`src/rtl/tank_sprite_arbiter.sv`:
```
// Two-tank sprite compositor sharing one four-direction image ROM bank.
// Three register stages: address/hit, ROM read, colour select; timing rides alongside.
module tank_sprite_arbiter #(
    parameter int          SPRITE_BITS     = 6,
    parameter logic [11:0] TRANSPARENT_RGB = 12'hFFF,
    parameter int          COORD_W         = 11
) (
    input  logic                     clk,
    input  logic                     rst_n,
    input  logic [COORD_W-1:0]       hcount_in,
    input  logic [COORD_W-1:0]       vcount_in,
    input  logic                     hsync_in,
    input  logic                     vsync_in,
    input  logic                     hblnk_in,
    input  logic                     vblnk_in,
    input  logic [11:0]              rgb_in,
    input  logic [COORD_W-1:0]       tank0_x,
    input  logic [COORD_W-1:0]       tank0_y,
    input  logic [COORD_W-1:0]       tank1_x,
    input  logic [COORD_W-1:0]       tank1_y,
    input  logic [1:0]               tank0_dir,
    input  logic [1:0]               tank1_dir,
    input  logic [1:0]               tank_en,
    output logic [2*SPRITE_BITS-1:0] rom_address,
    input  logic [11:0]              rom_rgb0,
    input  logic [11:0]              rom_rgb1,
    input  logic [11:0]              rom_rgb2,
    input  logic [11:0]              rom_rgb3,
    output logic [COORD_W-1:0]       hcount_out,
    output logic [COORD_W-1:0]       vcount_out,
    output logic                     hsync_out,
    output logic                     vsync_out,
    output logic                     hblnk_out,
    output logic                     vblnk_out,
    output logic [11:0]              rgb_out,
    output logic                     overlap
);

    localparam int               AW       = 2*SPRITE_BITS;
    localparam logic [COORD_W:0] SPR_SIZE = (COORD_W+1)'(1 << SPRITE_BITS);

    typedef struct packed {
        logic [COORD_W-1:0] hcount;
        logic [COORD_W-1:0] vcount;
        logic               hsync;
        logic               vsync;
        logic               hblnk;
        logic               vblnk;
        logic [11:0]        rgb;
    } tim_t;

    typedef struct packed {
        tim_t       t;
        logic [1:0] dir;
        logic       hit;
    } stage_t;

    typedef struct packed {
        logic [COORD_W-1:0] x0, y0, x1, y1;
        logic [1:0]         dir0, dir1, en;
    } shadow_t;

    // One extra bit so a box running past the last coordinate is clipped, not wrapped.
    function automatic logic in_span(input logic [COORD_W-1:0] c, input logic [COORD_W-1:0] o);
        return ({1'b0, c} >= {1'b0, o}) && ({1'b0, c} < ({1'b0, o} + SPR_SIZE));
    endfunction

    logic                   vblnk_q, vblnk_d, vblnk_rise;
    shadow_t                sh_q, sh_d;
    logic                   acc_q, acc_d, overlap_q, overlap_d;
    logic [AW-1:0]          rom_address_q, rom_address_d;
    stage_t                 s1_q, s1_d, s2_q, s2_d;
    tim_t                   s3_q, s3_d;
    logic                   hit0, hit1;
    logic [SPRITE_BITS-1:0] dx0, dy0, dx1, dy1;
    logic [11:0]            rom_sel;

    always_comb begin
        vblnk_d    = vblnk_in;
        vblnk_rise = vblnk_in & ~vblnk_q;

        sh_d = sh_q;
        if (vblnk_rise)
            sh_d = '{tank0_x, tank0_y, tank1_x, tank1_y, tank0_dir, tank1_dir, tank_en};

        hit0 = sh_q.en[0] && in_span(hcount_in, sh_q.x0) && in_span(vcount_in, sh_q.y0);
        hit1 = sh_q.en[1] && in_span(hcount_in, sh_q.x1) && in_span(vcount_in, sh_q.y1);
        dx0  = SPRITE_BITS'(hcount_in - sh_q.x0);
        dy0  = SPRITE_BITS'(vcount_in - sh_q.y0);
        dx1  = SPRITE_BITS'(hcount_in - sh_q.x1);
        dy1  = SPRITE_BITS'(vcount_in - sh_q.y1);

        // Tank 0 owns contested pixels; the address is left alone on misses.
        rom_address_d = rom_address_q;
        if (hit0)      rom_address_d = {dy0, dx0};
        else if (hit1) rom_address_d = {dy1, dx1};

        s1_d.t   = '{hcount_in, vcount_in, hsync_in, vsync_in, hblnk_in, vblnk_in, rgb_in};
        s1_d.dir = hit0 ? sh_q.dir0 : sh_q.dir1;
        s1_d.hit = hit0 | hit1;

        s2_d = s1_q;

        rom_sel = rom_rgb0;
        case (s2_q.dir)
            2'd1:    rom_sel = rom_rgb1;
            2'd2:    rom_sel = rom_rgb2;
            2'd3:    rom_sel = rom_rgb3;
            default: rom_sel = rom_rgb0;
        endcase

        s3_d = s2_q.t;
        if (s2_q.t.hblnk || s2_q.t.vblnk)                s3_d.rgb = 12'h000;
        else if (s2_q.hit && rom_sel != TRANSPARENT_RGB) s3_d.rgb = rom_sel;

        // Accumulate during the frame, publish and restart at vblank onset.
        acc_d     = acc_q;
        overlap_d = overlap_q;
        if (vblnk_rise) begin
            overlap_d = acc_q;
            acc_d     = 1'b0;
        end else if (hit0 && hit1 && !hblnk_in && !vblnk_in) begin
            acc_d = 1'b1;
        end
    end

    always_ff @(posedge clk or negedge rst_n) begin
        if (!rst_n) begin
            vblnk_q       <= 1'b0;
            sh_q          <= '0;
            acc_q         <= 1'b0;
            overlap_q     <= 1'b0;
            rom_address_q <= '0;
            s1_q          <= '0;
            s2_q          <= '0;
            s3_q          <= '0;
        end else begin
            vblnk_q       <= vblnk_d;
            sh_q          <= sh_d;
            acc_q         <= acc_d;
            overlap_q     <= overlap_d;
            rom_address_q <= rom_address_d;
            s1_q          <= s1_d;
            s2_q          <= s2_d;
            s3_q          <= s3_d;
        end
    end

    assign rom_address = rom_address_q;
    assign overlap     = overlap_q;
    assign hcount_out  = s3_q.hcount;
    assign vcount_out  = s3_q.vcount;
    assign hsync_out   = s3_q.hsync;
    assign vsync_out   = s3_q.vsync;
    assign hblnk_out   = s3_q.hblnk;
    assign vblnk_out   = s3_q.vblnk;
    assign rgb_out     = s3_q.rgb;

endmodule

```
`config.mk`:
```
export PLATFORM = sky130hd
export DESIGN_NAME = tank_sprite_arbiter
export DESIGN_NICKNAME = d
export VERILOG_FILES = /design/src/rtl/tank_sprite_arbiter.sv
export SDC_FILE = /design/constraint.sdc
export NUM_CORES = 1
export LEC_CHECK = 0
export CORE_MARGIN = 5
export CORE_UTILIZATION = 40
export DETAILED_ROUTE_END_ITERATION = 8
export PLACE_DENSITY_LB_ADDON = 0.25
export SYNTH_ARGS = -nofsm -noshare
export SYNTH_HDL_FRONTEND = slang
export SYNTH_SLANG_ARGS = --single-unit
export TNS_END_PERCENT = 5
```
`constraint.sdc`:
```
create_clock -name clk -period 3.9 [get_ports clk]
set_input_delay 0.39 -clock clk [delete_from_list [all_inputs] [get_ports clk]]
set_output_delay 0.39 -clock clk [all_outputs]
set_load 0.01 [all_outputs]
```
### After elaboration in Yosys (flattened, before gate mapping)

Index checks and enable logic that the tools add are counted.

* order comparisons: 8
* eq/ne operators: 4
* shifts and indexed selects: 0
* muxes and demuxes: 8
* div/mod/pow operators: 0
* reductions and logical operators: 17
* add/sub/neg operators: 8
* bitwise operators: 3
* multipliers: 0

Operator list (number)
* $add 11x7->12 const B: 4
* $lt 11x12->1: 4
* $mux 12: 4
* $ge 11x11->1: 4
* $pmux 12 s3: 1
* $sub 6x6->6: 4
* $logic_and 1x1->1: 12
* $ne 12x12->1 const B: 1
* $eq 2x2->1 const B: 2
* $reduce_bool 2->1: 2
* $eq 2x1->1 const B: 1
* $logic_not 1->1: 2
* $mux 1: 2
* $mux 2: 1
* $and 1x1->1: 1
* $logic_or 1x1->1: 1
* $not 1->1: 1
* $or 1x1->1: 1

* input port bits: 138
* RAM bits: 0
* bits in registers: 184
* memory bits (read-only): 0
* bits in latches: 0
* output and inout port bits: 51
* memories: 0

### Logic depth before layout (Yosys ltp)

Gate-level depths: netlist of the first run.

* depth in word-level cells: 10
* depth in mapped cells: 19
* gate-level depth less buffers: 18

### Worst setup path before layout of the first run

OpenSTA, ideal clock, no wires.

* path type: register to register
* from: register sh_q[34] (netlist name)
* to: register rom_address_q[11], in the netlist rom_address[11]
* arrival: 3.785 ns
* setup time: 0.125 ns
* data required time: 3.775 ns
* stages on the path, launching flop included: 19
* setup slack: -0.010 ns
* cell sequence: dfrtp_1 > and3_1 > xnor2_1 > ha_1 > a21oi_1 > nand2_1 > or3_1 > a211oi_2 > and3_1 > buf_4 > mux2i_1 > ha_1 > nor2b_1 > o21ai_0 > a21boi_0 > a2111oi_0 > nor3_1 > mux2i_1 > mux2i_1

* longest elaborated chain between the ends: 5
* elaborated cells between the ends (all ways): 7
* classes of those cells: add/sub: 1; order compare: 2; mux: 1; reduce/logical: 3

Ends and longest elaborated chain
* from (decl): RTL line 69 `shadow_t sh_q, sh_d;`
* from (signal assigned): RTL line 130 `sh_q <= '0;`
* from (signal assigned): RTL line 139 `sh_q <= sh_d;`
* $add 11x7->12: RTL line 65 `return ({1'b0, c} >= {1'b0, o}) && ({1'b0, c} < ({1'b0, o} + SPR_SIZE));`
* $lt 11x12->1: RTL line 65
* $logic_and 1x1->1 *: RTL line 65
* $logic_and 1x1->1 *: RTL line 86 `hit0 = sh_q.en[0] && in_span(hcount_in, sh_q.x0) && in_span(vcount_in, sh_q.y0);`
* $mux 12 / $reduce_bool 2->1 (equally long branches)
* to (signal assigned): RTL line 142 `rom_address_q <= rom_address_d;`
* to (decl): RTL line 71 `logic [AW-1:0] rom_address_q, rom_address_d;`

Every way passes the cells marked *; elsewhere a longest branch is shown, timed or not.
A chain may end at the register's enable or synchronous reset.

### Final worst setup path of the first run

* from: register sh_q[34] (netlist name)
* to: register rom_address_q[5], in the netlist rom_address[5]

The elaborated chain is that of the path after synthesis.

==> results.json, run 1 <==
{
  "arrival_ns": 4.17,
  "grt_pass1_vias": 6141,
  "vias": 5960,
  "portBuffers": 188,
  "max_freq_ghz": 0.262,
  "combPwrFrac_pct": 26.9,
  "grt_use_total_pct": 16.9,
  "overflow": 0,
  "clk_path_buf_depth": 2,
  "synth_area_leaders": "dfrtp_1 (55%), ha_1 (12%), o21ai_0 (3.4%)",
  "hold_path_class": "in -> async",
  "slew_headroom_pct": 41.7,
  "ios": 189,
  "wire_per_inst_um": 16.0,
  "start_util_pct": 40.3,
  "grt_first_pass_wirelength_um": 32200,
  "syn_nets": 908,
  "setup.worst_path.start_class": "register",
  "clock_latency_ns": 0.43,
  "cts_buffers": 17,
  "worst-path-max-fanout": 4,
  "drive_gt1_share_pct": 16.6,
  "synth_cell_type_count": 55,
  "p_clk_share_pct": 30.7,
  "tightest_slew_ns": 0.873,
  "grt_max_degree": 107,
  "place_area_sq_um": 11100,
  "min_period_ns": 3.81,
  "grt_use_met2_pct": 27.1,
  "netlist_area_sq_um": 8420,
  "path_clk_slew_ns": 0.07,
  "ir_worst_vdd_mv": 0.286,
  "grt_util_met1_pct": 23.4,
  "met3_usage_pct": 3.20,
  "rsz0062_at_grt": "true",
  "drt-total-wl_um": 19700,
  "ys.flop_type": "dfrtp_1",
  "coreArea_sq_um": 20900,
  "synth-seq-area-share_pct": 54.7,
  "fin_area_sq_um": 11800,
  "drtAntennaViolNets": 0,
  "areaGrowthSynthToFinish_pct": 39.7,
  "yosysMostFrequentCell": "dfrtp_1",
  "internal-power_w": 0.00377,
  "die_y_um": 155,
  "finalNonFillerCells": 1233,
  "clock-skew-final_ns": 0.0109,
  "tritoncts": "yes",
  "hold_viol": 0,
  "synth.yosys.warnings": 0,
  "viasPerCell": 4.83,
  "antenna_found_initial": 0,
  "leakage_nw": 5.35,
  "power_switching_w": 0.00153,
  "cts.sinks": 184,
  "synth_top_area_share_pct": 54.7,
  "setup_violations": 0,
  "synth_edf_count": 0,
  "dp_hpwl_um": 15300,
  "gp_congestion": 0.821,
  "synth_seq_cells": 184,
  "drt_iter0_drc": 278,
  "h-tree-depth": 4,
  "antenna_cells": 0,
  "report.final.slew_viol_count": 0,
  "drcViolationCount": 0,
  "fp-row-count": 53,
  "worstSetupEndpointType": "register",
  "period_share_pct": 97.7,
  "seqPwrFrac_pct": 42.4,
  "critPathKind": "reg -> reg",
  "dp_cells": 1198,
  "netlist_top_cells_count": "dfrtp_1 (184), ha_1 (78), nand2_1 (60), o21ai_0 (57), inv_1 (56)",
  "finalPower_w": 0.00530,
  "die_x_um": 155,
  "final.fill_count": 1783,
  "dr.pass1.iters": 5,
  "busiest_layer": "met2",
  "avgSynthCellArea_sq_um": 12.2,
  "tns_ns": 0,
  "status": "completed",
  "cts-root-buf": "clkbuf_16",
  "async_reset_ff_share_pct": 100,
  "swShare_pct": 28.9,
  "nNetsFinal": 1163,
  "synth_cells": 690,
  "synth_top_area_cell": "dfrtp_1",
  "hold_buffers": 0,
  "die-area_sq_um": 24000,
  "cap_violations": 0,
  "crit_required_ns": 4.26,
  "power_density_nw_per_um2": 451
}
state kept, by name, summed over array words and instances, names as in the netlist:
name         count
sh_q            50
s1_q            41
s2_q            41
rgb_out         12
rom_address     12
hcount_out      11
vcount_out      11
acc_q            1
hblnk_out        1
hsync_out        1
overlap          1
vblnk_out        1
vsync_out        1
cell type report:
class / instances / area [sq um] / area share [%]
Clock inverter: 13 / 113 / 0.957
Clock buffer: 19 / 443 / 3.77
Tap cell: 275 / 344 / 2.92
Sequential cell: 184 / 4600 / 39.1
Multi-Input combinational cell: 434 / 3650 / 31.1
Timing Repair Buffer: 252 / 2390 / 20.4
Inverter: 56 / 210 / 1.79
power groups by stage:
stage,logic (W),registers [W],clock network (W)
after floorplan,0.000727,0.00227,0
after global placement,0.00136,0.00228,0
after detailed placement,0.00138,0.00229,0
after CTS,0.00141,0.00225,0.00168
after global routing,0.00159,0.00228,0.00176
final,0.00142,0.00225,0.00163
worst max-delay path, stage by stage (launching register included):
cell and delay, ns:
dfrtp_1 0.40, and3_4 0.20, xnor2_2 0.13, ha_1 0.30
a21oi_2 0.17, nand2_2 0.08, or3_4 0.36, a211oi_4 0.22
buf_4 0.16, nand3_4 0.09, mux2i_2 0.22, ha_1 0.26
nor2b_1 0.13, o21ai_1 0.16, a21boi_1 0.08, buf_4 0.15
o21a_1 0.17, nor2_1 0.10, xnor3_1 0.22, mux2i_1 0.13
cell usage in the layout (no fill, tap or decap), types with 4 or more instances in the layout:
master / Yosys / routed
xnor2_1: 14 / 13
mux4_2: 12 / 12
nand2_1: 60 / 59
nor2_1: 29 / 29
dfrtp_1: 184 / 184
inv_1: 56 / 56
nand2b_1: 9 / 9
mux2i_1: 26 / 24
o211ai_1: 5 / 5
nand3_1: 15 / 15
clkbuf_16: 0 / 17
ha_1: 78 / 75
a21o_1: 6 / 6
o21ai_0: 57 / 54
buf_4: 1 / 61
nor2b_1: 8 / 6
clkdlybuf4s50_1: 0 / 187
inv_6: 0 / 6
mux2_4: 7 / 8
mux2_2: 16 / 15
a21oi_1: 26 / 23
o21a_1: 4 / 4
nand4_1: 7 / 7
a211oi_1: 7 / 7
through the flow:
stage | setup WS, ns | hold slack [ns] | utilization, %
2_1_floorplan | 0.0153 | 0.0944 | -
3_3_place_gp | -0.398 | 0.331 | 52.9
3_5_place_dp | -0.486 | 0.335 | 52.9
4_1_cts | -0.00297 | 0.103 | 55.9
5_1_grt | -0.220 | 0.146 | 56.3
6_report | 0.0903 | 0.0770 | 56.3
cells by family (layout without fill, tap and decap cells):
logic type / count (synthesis) / after routing / share of synthesized area (%)
and+or+nand+nor: 146 / 146 / 8.25
AOI/OAI and AO/OA: 129 / 129 / 9.56
muxes: 61 / 61 / 9.69
DFF: 184 / 184 / 54.7
buffers and inverters: 72 / 340 / 3.54
adders and majority gates: 80 / 80 / 12.1
xor gates and xnor gates: 18 / 18 / 2.20
final timing paths:
check | from | endpoint | slack, ns | cells after the start
setup / recovery | sh_q[34] | rom_address[5] | 0.09 | 19
hold / removal | rst_n | hsync_out | 0.08 | 1
setup reg to reg | sh_q[34] | rom_address[5] | 0.09 | 19
hold reg to reg | s1_q[28] | s2_q[28] | 0.34 | 0
max in group asynchronous | rst_n | s1_q[7] | 2.94 | 2
min in group clk | s1_q[28] | s2_q[28] | 0.34 | 0
routing by layer:
metal | wire (um) | share of wire, % | up-vias
met3 | 1070 | 5.4 | 17
met4 | 243 | 1.2 | 0
met2 | 9310 | 47 | 155
li1 | - | - | 2932
met5 | 0 | 0 | -
met1 | 9090 | 46 | 2856
timing repair:
item	in CTS	in global routing
setup endpoints to repair	8	6
gates resized for setup	18	15
pin swaps	11	10
buffers inserted	0	3
cloned	0	0
(Power assumes the default switching activity.)
==> run 2: changes to the inputs <==
--- a/config.mk
+++ b/config.mk
@@ -8,7 +8,7 @@
 export CORE_MARGIN = 5
 export CORE_UTILIZATION = 40
 export DETAILED_ROUTE_END_ITERATION = 8
-export PLACE_DENSITY_LB_ADDON = 0.25
+export PLACE_DENSITY = 0.76
 export SYNTH_ARGS = -nofsm -noshare
 export SYNTH_HDL_FRONTEND = slang
 export SYNTH_SLANG_ARGS = --single-unit
==> results.json, run 2 (synthesis gave the netlist of run 1 again) <==
{
  "status": "finished with violations",
  "failed_checks": "negative setup slack",
  "antenna_cells": 0,
  "top_register": "sh_q",
  "final_common_cell": "clkdlybuf4s50_1",
  "finalNonFillerCells": 1240,
  "dr.pass1.iters": 4,
  "wire_per_inst_um": 16.7,
  "cts.sinks": 184,
  "p_clk_share_pct": 32.0,
  "period_share_pct": 102,
  "grt_use_total_pct": 17.6,
  "clock_latency_ns": 0.43,
  "tightest_slew_ns": 0.911,
  "grt_pass1_vias": 6488,
  "gp_congestion": 0.813,
  "h-tree-depth": 4,
  "die_y_um": 155,
  "path_clk_slew_ns": 0.08,
  "min_period_ns": 3.96,
  "slew_headroom_pct": 39.1,
  "cts_buffers": 17,
  "vias": 6086,
  "cts-root-buf": "clkbuf_16",
  "path_cells": "and3_4, xnor2_2, ha_1, a21oi_2, nand2_2, or3_4, a211oi_2, and3_4, mux2i_2, ha_1, nor2b_2, o21ai_2, a21boi_2, a2111oi_2, nor3_2, mux2i_1, mux2i_1",
  "swShare_pct": 29.5,
  "max_freq_ghz": 0.253,
  "worst-path-max-fanout": 4,
  "setup.worst_path.start_class": "register",
  "internal-power_w": 0.00385,
  "cp_slowest_cell": "dfrtp_1",
  "cap_violations": 0,
  "power_density_nw_per_um2": 461,
  "die-area_sq_um": 24000,
  "nNetsFinal": 1170,
  "leakage_nw": 5.40,
  "largest_reg_flops": 50,
  "worstSetupEndpointType": "register",
  "clock-skew-final_ns": 0.0105,
  "viasPerCell": 4.91,
  "power_switching_w": 0.00161,
  "die_x_um": 155,
  "grt_first_pass_wirelength_um": 33400,
  "drive_gt1_share_pct": 17.1,
  "dp_cells": 1202,
  "critPathMaxStageDelay_ns": 0.41,
  "setup_violations": 1,
  "areaGrowthSynthToFinish_pct": 40.5,
  "combPwrFrac_pct": 26.7,
  "grt_max_degree": 82,
  "fp-row-count": 53,
  "report.final.slew_viol_count": 0,
  "overflow": 0,
  "coreArea_sq_um": 20900,
  "drcViolationCount": 0,
  "arrival_ns": 4.27,
  "ir_worst_vdd_mv": 0.287,
  "clk_path_buf_depth": 2,
  "drtAntennaViolNets": 0,
  "whs_ns": 0.344,
  "drt_iter0_drc": 333,
  "tritoncts": "yes",
  "dp_hpwl_um": 15800,
  "antenna_found_initial": 0,
  "start_util_pct": 40.3,
  "mostFrequentLayoutCells": "clkdlybuf4s50_1 (187), dfrtp_1 (184), ha_1 (77)",
  "hold_viol": 0,
  "seqPwrFrac_pct": 41.2,
  "crit_required_ns": 4.21,
  "critPathKind": "reg -> reg",
  "finalWorstSetupSlack_ns": -0.0600,
  "reg_top3": "sh_q x50, s1_q x41, s2_q x41",
  "portBuffers": 188,
  "hold_path_class": "reg -> reg",
  "ios": 189,
  "drt-total-wl_um": 20700,
  "rsz0062_at_grt": "true"
}
run 2: cell types whose count changed in the layout (fill, tap and decap cells not counted), sizes merged:
cell / change
bufinv: +1
clkinvlp: +1
dlygate4sd3: +1
buf: +6
clkbuf: -2
run 2: worst paths after layout:
kind	start	to	slack, ns	cells past startpoint
setup / recovery	sh_q[34]	rom_address[11]	-0.06	17
hold / removal	s1_q[19]	s2_q[19]	0.34	0
setup reg to reg	sh_q[34]	rom_address[11]	-0.06	17
hold reg to reg	s1_q[19]	s2_q[19]	0.34	0
max in group asynchronous	rst_n	s1_q[17]	2.48	3
min in group asynchronous	rst_n	hcount_out[10]	0.52	2
run 2: per-layer routing:
layer  global-route usage (%)  part of all wire, %  up-vias
li1                         -                    -     2941
met1                     22.3                   42     2955
met2                     30.4                   50      161
met3                     3.34                  5.1       29
met4                     5.59                  1.9        0
met5                        0                    0        -
run 2: layout make-up:
class	count	area [sq um]
Clock buffer	17	425
Clock inverter	15	185
Fill cell	1753	9060
Inverter	56	210
Multi-Input combinational cell	434	3620
Sequential cell	184	4600
Tap cell	275	344
Timing Repair Buffer	259	2440
run 2: power by group through the flow:
| stage | sequential [W] | clock (W) | combinational, W |
|---|---|---|---|
| after floorplan | 0.00227 | 0 | 0.000727 |
| after global placement | 0.00228 | 0 | 0.00136 |
| after detailed placement | 0.00229 | 0 | 0.00140 |
| after CTS | 0.00225 | 0.00179 | 0.00144 |
| after global routing | 0.00228 | 0.00188 | 0.00161 |
| final | 0.00225 | 0.00175 | 0.00146 |
run 2: metrics by stage:
stage	TNS, ns	total power [W]	setup slack [ns]	utilization [%]	area (sq um)
final	-0.0600	0.00546	-0.0600	56.6	11800
after CTS	0	0.00548	0.00220	56.2	11700
after global placement	-2.13	0.00364	-0.421	53.0	11100
after global routing	-0.568	0.00576	-0.221	56.6	11800
after detailed placement	-2.86	0.00369	-0.491	53.0	11100
after floorplan	0	0.00300	0.0153	-	8420
run 2: timing repair:
action / in CTS / in global routing
endpoints found under the setup margin: 9 / 8
buffers inserted: 3 / 2
hold buffers: 1 / 0
endpoints found under the hold margin: 49 / 0
gates resized for setup: 13 / 16
pin swaps: 9 / 12
run 2: worst max-delay path: cells and delay by family (launching register included):
| family | cells | cell delay (ns) |
|---|---|---|
| simple gates | 6 | 1.18 |
| compound gates | 5 | 1.05 |
| xor+xnor | 1 | 0.13 |
| mux | 3 | 0.49 |
| flops | 1 | 0.41 |
| fa+ha+maj | 2 | 0.58 |
==> RTL change 1: new RTL, flow settings as in run 2 <==
Change the parameter `COORD_W` from 11 to 13.
--- a/src/rtl/tank_sprite_arbiter.sv
+++ b/src/rtl/tank_sprite_arbiter.sv
@@ -5,3 +5,3 @@
     parameter logic [11:0] TRANSPARENT_RGB = 12'hFFF,
-    parameter int          COORD_W         = 11
+    parameter int          COORD_W         = 13
 ) (
Interface: changed (8 resized); port bits go from 189 to 205. The function was not compared with the original's and may differ.
==> RTL change 1 against run 2 <==
The flow finishes with violations (hold timing, setup timing). Wire length increased by 22%. Sequential cell count increased by 20. Clock skew increased by 0.0020 ns. Final area increased by 13%. Clock power increased by 7%. Worst setup slack got worse by 0.21 ns. Largest cell class unchanged. Total power increased by 8.3%. Area after synthesis increased by 12%.
==> RTL change 1: results (changes against run 2) <==
IO buf count 204 (+8.5%); combinational share of power 26.6% (about the same); share of cells above drive strength 1 15.6% (-1.5 points); Seq Cell Count 204 (+11%); outcome finished, violations left; reg2reg path depth 21 (+4); Layout Nets 1334 (+14%); largest net degree at the start of global routing 107 (+30%); clk tree area frac 4.80% (-0.36 points); depth of the CTS H-tree 1 (-3); Met3 Wirelength 2.01 mm (+90%); Final Hold Fails 3 (+3); Routed wire per std cell 17.8 um (+6.5%); cts bufs inserted 22 (+5); dpl cell area 12500 um^2 (+13%); clk slew on worst S/H paths 0.06 ns (-0.02 ns); post-route setup slack -0.272 ns (-0.212 ns); top layer reached by signal wires met5; syn nets 1037 (+14%); worst-skew pair later-pin latency 0.49 ns (+0.06 ns); inverter count 69 (+23%); Overall Global Routing Usage 18.5% (+0.93 points); top post-synthesis cells by area dfrtp_1, ha_1, o21ai_0, mux4_1, inv_1; biggest regs sh_q (58), s1_q (45), s2_q (45); Critical Path AT 4.59 ns (+0.32 ns); first-pass GRT wire length 39.4 mm (+18%); Via Count 7088 (+16%); gpl congestion 0.838 (+3.0%); Setup-failing EPs final 5 (+4); violated checks hold timing, setup timing; Setup Skew 0.0126 ns (+0.00204 ns); Global Route met3 Usage 4.67% (+1.3 points); Post-Syn Instances 791 (+15%); # clk buffers 31 (+14); M2 GR Usage 32.2% (+1.8 points); met2 WL 12.3 mm (+18%); DR iter-0 viols 391 (+17%); hold slack -0.0307 ns (-0.374 ns); clk buf depth 3 (+1); switch share 28.0% (-1.5 points); Signal buffers 293 (+13%); metal1 wirelength 10.5 mm (+19%); Hold Crit Class input port to async pin; Cell Pwr Density 443 nW/um^2 (-4.0%); post-place setup slack -0.482 ns (+0.00967 ns); vias in the first global route 7465 (+15%); drt pass-1 iters 5 (+1); setup TNS -0.732 ns (-0.672 ns); multi-input logic area 4190 um^2 (+16%); die area 26900 um^2 (+12%)
-- RTL change 1: changes by cell type after synthesis, sizes merged, moves of 11 or more --
cell | before | now
dfrtp | 184 | 204
o21ai | 57 | 68
xnor2 | 14 | 27
mux2i | 26 | 14
nand3 | 16 | 30
inv | 56 | 69
nor3 | 2 | 15
ha | 78 | 94
-- RTL change 1: logic make-up after synthesis --
logic type               after synthesis  share of synthesized area (%)
flip-flops                           204                           53.9
XOR/XNOR                              29                           2.68
AND/OR/NAND/NOR                      164                           8.58
adder cells (fa/ha/maj)               96                           12.8
AO/OA/AOI/OAI                        161                           10.8
multiplexers                          48                           7.39
buffers and inverters                 89                           3.83
-- RTL change 1: timing repair --
item                                    in CTS  in global routing
endpoints found under the hold margin        0                  0
pin swaps                                   24                 22
cloned                                       0                  0
buffers inserted                             3                  2
endpoints found under the setup margin       6                  9
gates resized for setup                     23                 11
==> RTL change 2: new RTL, flow settings as in run 2 <==
Without the edit above. Take the reset off `rom_address_q` and load it in a clocked block of its own.
--- a/src/rtl/tank_sprite_arbiter.sv
+++ b/src/rtl/tank_sprite_arbiter.sv
@@ -132,3 +132,2 @@
             overlap_q     <= 1'b0;
-            rom_address_q <= '0;
             s1_q          <= '0;
@@ -141,3 +140,2 @@
             overlap_q     <= overlap_d;
-            rom_address_q <= rom_address_d;
             s1_q          <= s1_d;
@@ -146,2 +144,6 @@
         end
+    end
+
+    always_ff @(posedge clk) begin
+        rom_address_q <= rom_address_d;
     end
Formal check against the unedited RTL: differs if rst_n is asserted again (counterexample within 4 cycles, from zero or initial values and one cycle with rst_n low); with rst_n held inactive, the same outputs for 4 cycles.
==> RTL change 2 against run 2 <==
The flow finishes with violations (hold timing). Clock power decreased by 2%. Synthesized cell count decreased by 6.2%. Wire length decreased by 1.3%. Area after synthesis decreased by 3.8%. Final area decreased by 3.1%. Hold slack got worse by 0.35 ns. Worst setup slack improved by 0.23 ns. Count of clock-buffer cells in the layout increased by 1. Die area decreased by 3.6%. Total power decreased by 8.3%. Sequential cell count unchanged. Combinational power decreased by 24%. Critical path depth increased by 2. Critical endpoint is now rom_address[5].
==> RTL change 2: results (changes against run 2) <==
Commonest cells post-synth dfrtp_1, ha_1, o21ai_0; gpl congestion 0.867 (+6.7%); biggest regs sh_q (50), s1_q (41), s2_q (41); IO buf count 188 (unchanged); Internal Pwr Total 0.00360 W (-6.4%); clk slew on worst S/H paths 0.07 ns; clock root buffer clkbuf_16; DR iter-0 viols 274 (-18%); post-place setup slack -0.400 ns (+0.0911 ns); Critical Path AT 3.91 ns (-0.36 ns); vias per cell 4.99 (+1.6%); MaxCap Viol Count 0 (unchanged); count of cell types in the netlist 49 (-11%); flop-to-flop setup slack 0.17 ns (+0.23 ns); Worst VDD drop 0.264 mV (-8.2%); static leakage 5.14 nW (-4.9%); Layout Nets 1120 (-4.3%); asr flop ratio synth 93.5% (-6.5 points); hold slack -0.00388 ns (-0.348 ns); syn nets 865 (-4.7%); reg2reg path depth 19 (+2); r2r endpoint rom_address[5]; multi-input logic area 3280 um^2 (-9.4%); dpl cell area 10700 um^2 (-3.5%); outcome finished, violations left; violated checks hold timing; crit-path max FO 8 (+4); initial antenna violation count 3 (+3); Hold Crit Class input port to async pin; register area share after synthesis 57.6% (+2.9 points); Final Hold Fails 2 (+2); worst-skew pair later-pin latency 0.43 ns (about the same); Overall Global Routing Usage 17.9% (+0.35 points); cts bufs inserted 17 (unchanged); Slew headroom 51.8% (+13 points); top post-synthesis cells by area dfrtp_1, ha_1, edfxtp_1, o21ai_0, mux4_2; largest net degree at the start of global routing 81 (-1.2%); Yosys warning count 0 (unchanged); clk buf depth 2 (unchanged); Setup Skew 0.0169 ns (+0.00637 ns); first-pass GRT wire length 32.9 mm (-1.6%); Detailed Route WL 20.5 mm (-1.3%); share of cells above drive strength 1 16.2% (-0.92 points); number of synthesized flops with an enable pin 12 (+12); vias in the first global route 6223 (-4.1%); DP HPWL 15.6 mm (-1.1%); fillers 1614 (-7.9%); drt pass-1 iters 5 (+1); Reg2Reg Launch Point sh_q[35]
==> RTL change 2: how the worst max path moves through the flow <==
stage / startpoint / to / slack (ns)
after floorplan: sh_q[45] / rom_address[11] / -0.008
final: sh_q[35] / rom_address[5] / 0.17
after global placement: vcount_in[4] / rom_address[11] / -0.27
after global routing: sh_q[34] / rom_address[5] / -0.02
after detailed placement: vcount_in[0] / rom_address[5] / -0.40
after CTS: sh_q[46] / rom_address[11] / 0.04
==> RTL change 2: repair_timing <==
action,CTS,global route
gates resized for setup,9,20
setup endpoints to repair,3,5
buffers inserted,2,5
pin swaps,9,25
gates cloned,0,0
==> RTL change 2: worst max-delay path: stages, from the launching register on <==
cell and delay, ns:
dfrtp_1 0.44, nand3_2 0.13, xnor2_2 0.15, ha_1 0.31, a21o_1 0.16, a21o_1 0.15
a211o_1 0.27, a21o_1 0.19, nor4_4 0.14, buf_6 0.19, buf_6 0.12, mux2_1 0.31
ha_1 0.19, inv_2 0.06, a21o_1 0.10, a21o_1 0.12, a21o_1 0.12, a21oi_2 0.05
xor2_1 0.15, xnor2_1 0.13
==> RTL change 2: cell type report <==
cell class	instances	share of cell area, %
clock buffers	18	3.75
clock inverters	14	1.35
inverters	53	1.74
multi-input cells	394	28.6
flip-flops and latches	184	40.7
well taps	270	2.95
repair buffers	252	20.9
==> RTL change 2: power groups by stage <==
| stage | Combinational [W] | Clock [W] | Sequential [W] |
|---|---|---|---|
| global placement | 0.00103 | 0 | 0.00221 |
| CTS | 0.00108 | 0.00175 | 0.00218 |
| finish | 0.00111 | 0.00171 | 0.00218 |
| global route | 0.00124 | 0.00183 | 0.00220 |
| detailed placement | 0.00106 | 0 | 0.00222 |
| floorplan | 0.000573 | 0 | 0.00220 |
==> RTL change 2: logic make-up after synthesis <==
| logic type | Yosys count | synth area share (%) |
|---|---|---|
| AO/OA/AOI/OAI | 133 | 10.0 |
| XOR/XNOR | 22 | 2.38 |
| adder cells (fa/ha/maj) | 80 | 12.6 |
| buffers and inverters | 69 | 3.49 |
| flip-flops | 184 | 57.6 |
| multiplexers | 41 | 7.16 |
| AND/OR/NAND/NOR | 118 | 6.79 |
==> RTL change 2: per-stage QoR <==
stage          cells  TNS, ns
6_report        1185        0
5_1_grt         1185  -0.0280
4_1_cts         1180        0
3_5_place_dp    1146    -1.55
3_3_place_gp    1146   -0.814
2_1_floorplan    647  -0.0156
==> RTL change 2: routing by layer <==
| metal | up-vias | global-route usage [%] | routed length (um) |
|---|---|---|---|
| li1 | 2787 | - | - |
| met1 | 2859 | 23.3 | 8980 |
| met2 | 227 | 29.0 | 9700 |
| met3 | 30 | 5.28 | 1400 |
| met4 | 6 | 5.86 | 317 |
| met5 | - | 0 | 46 |
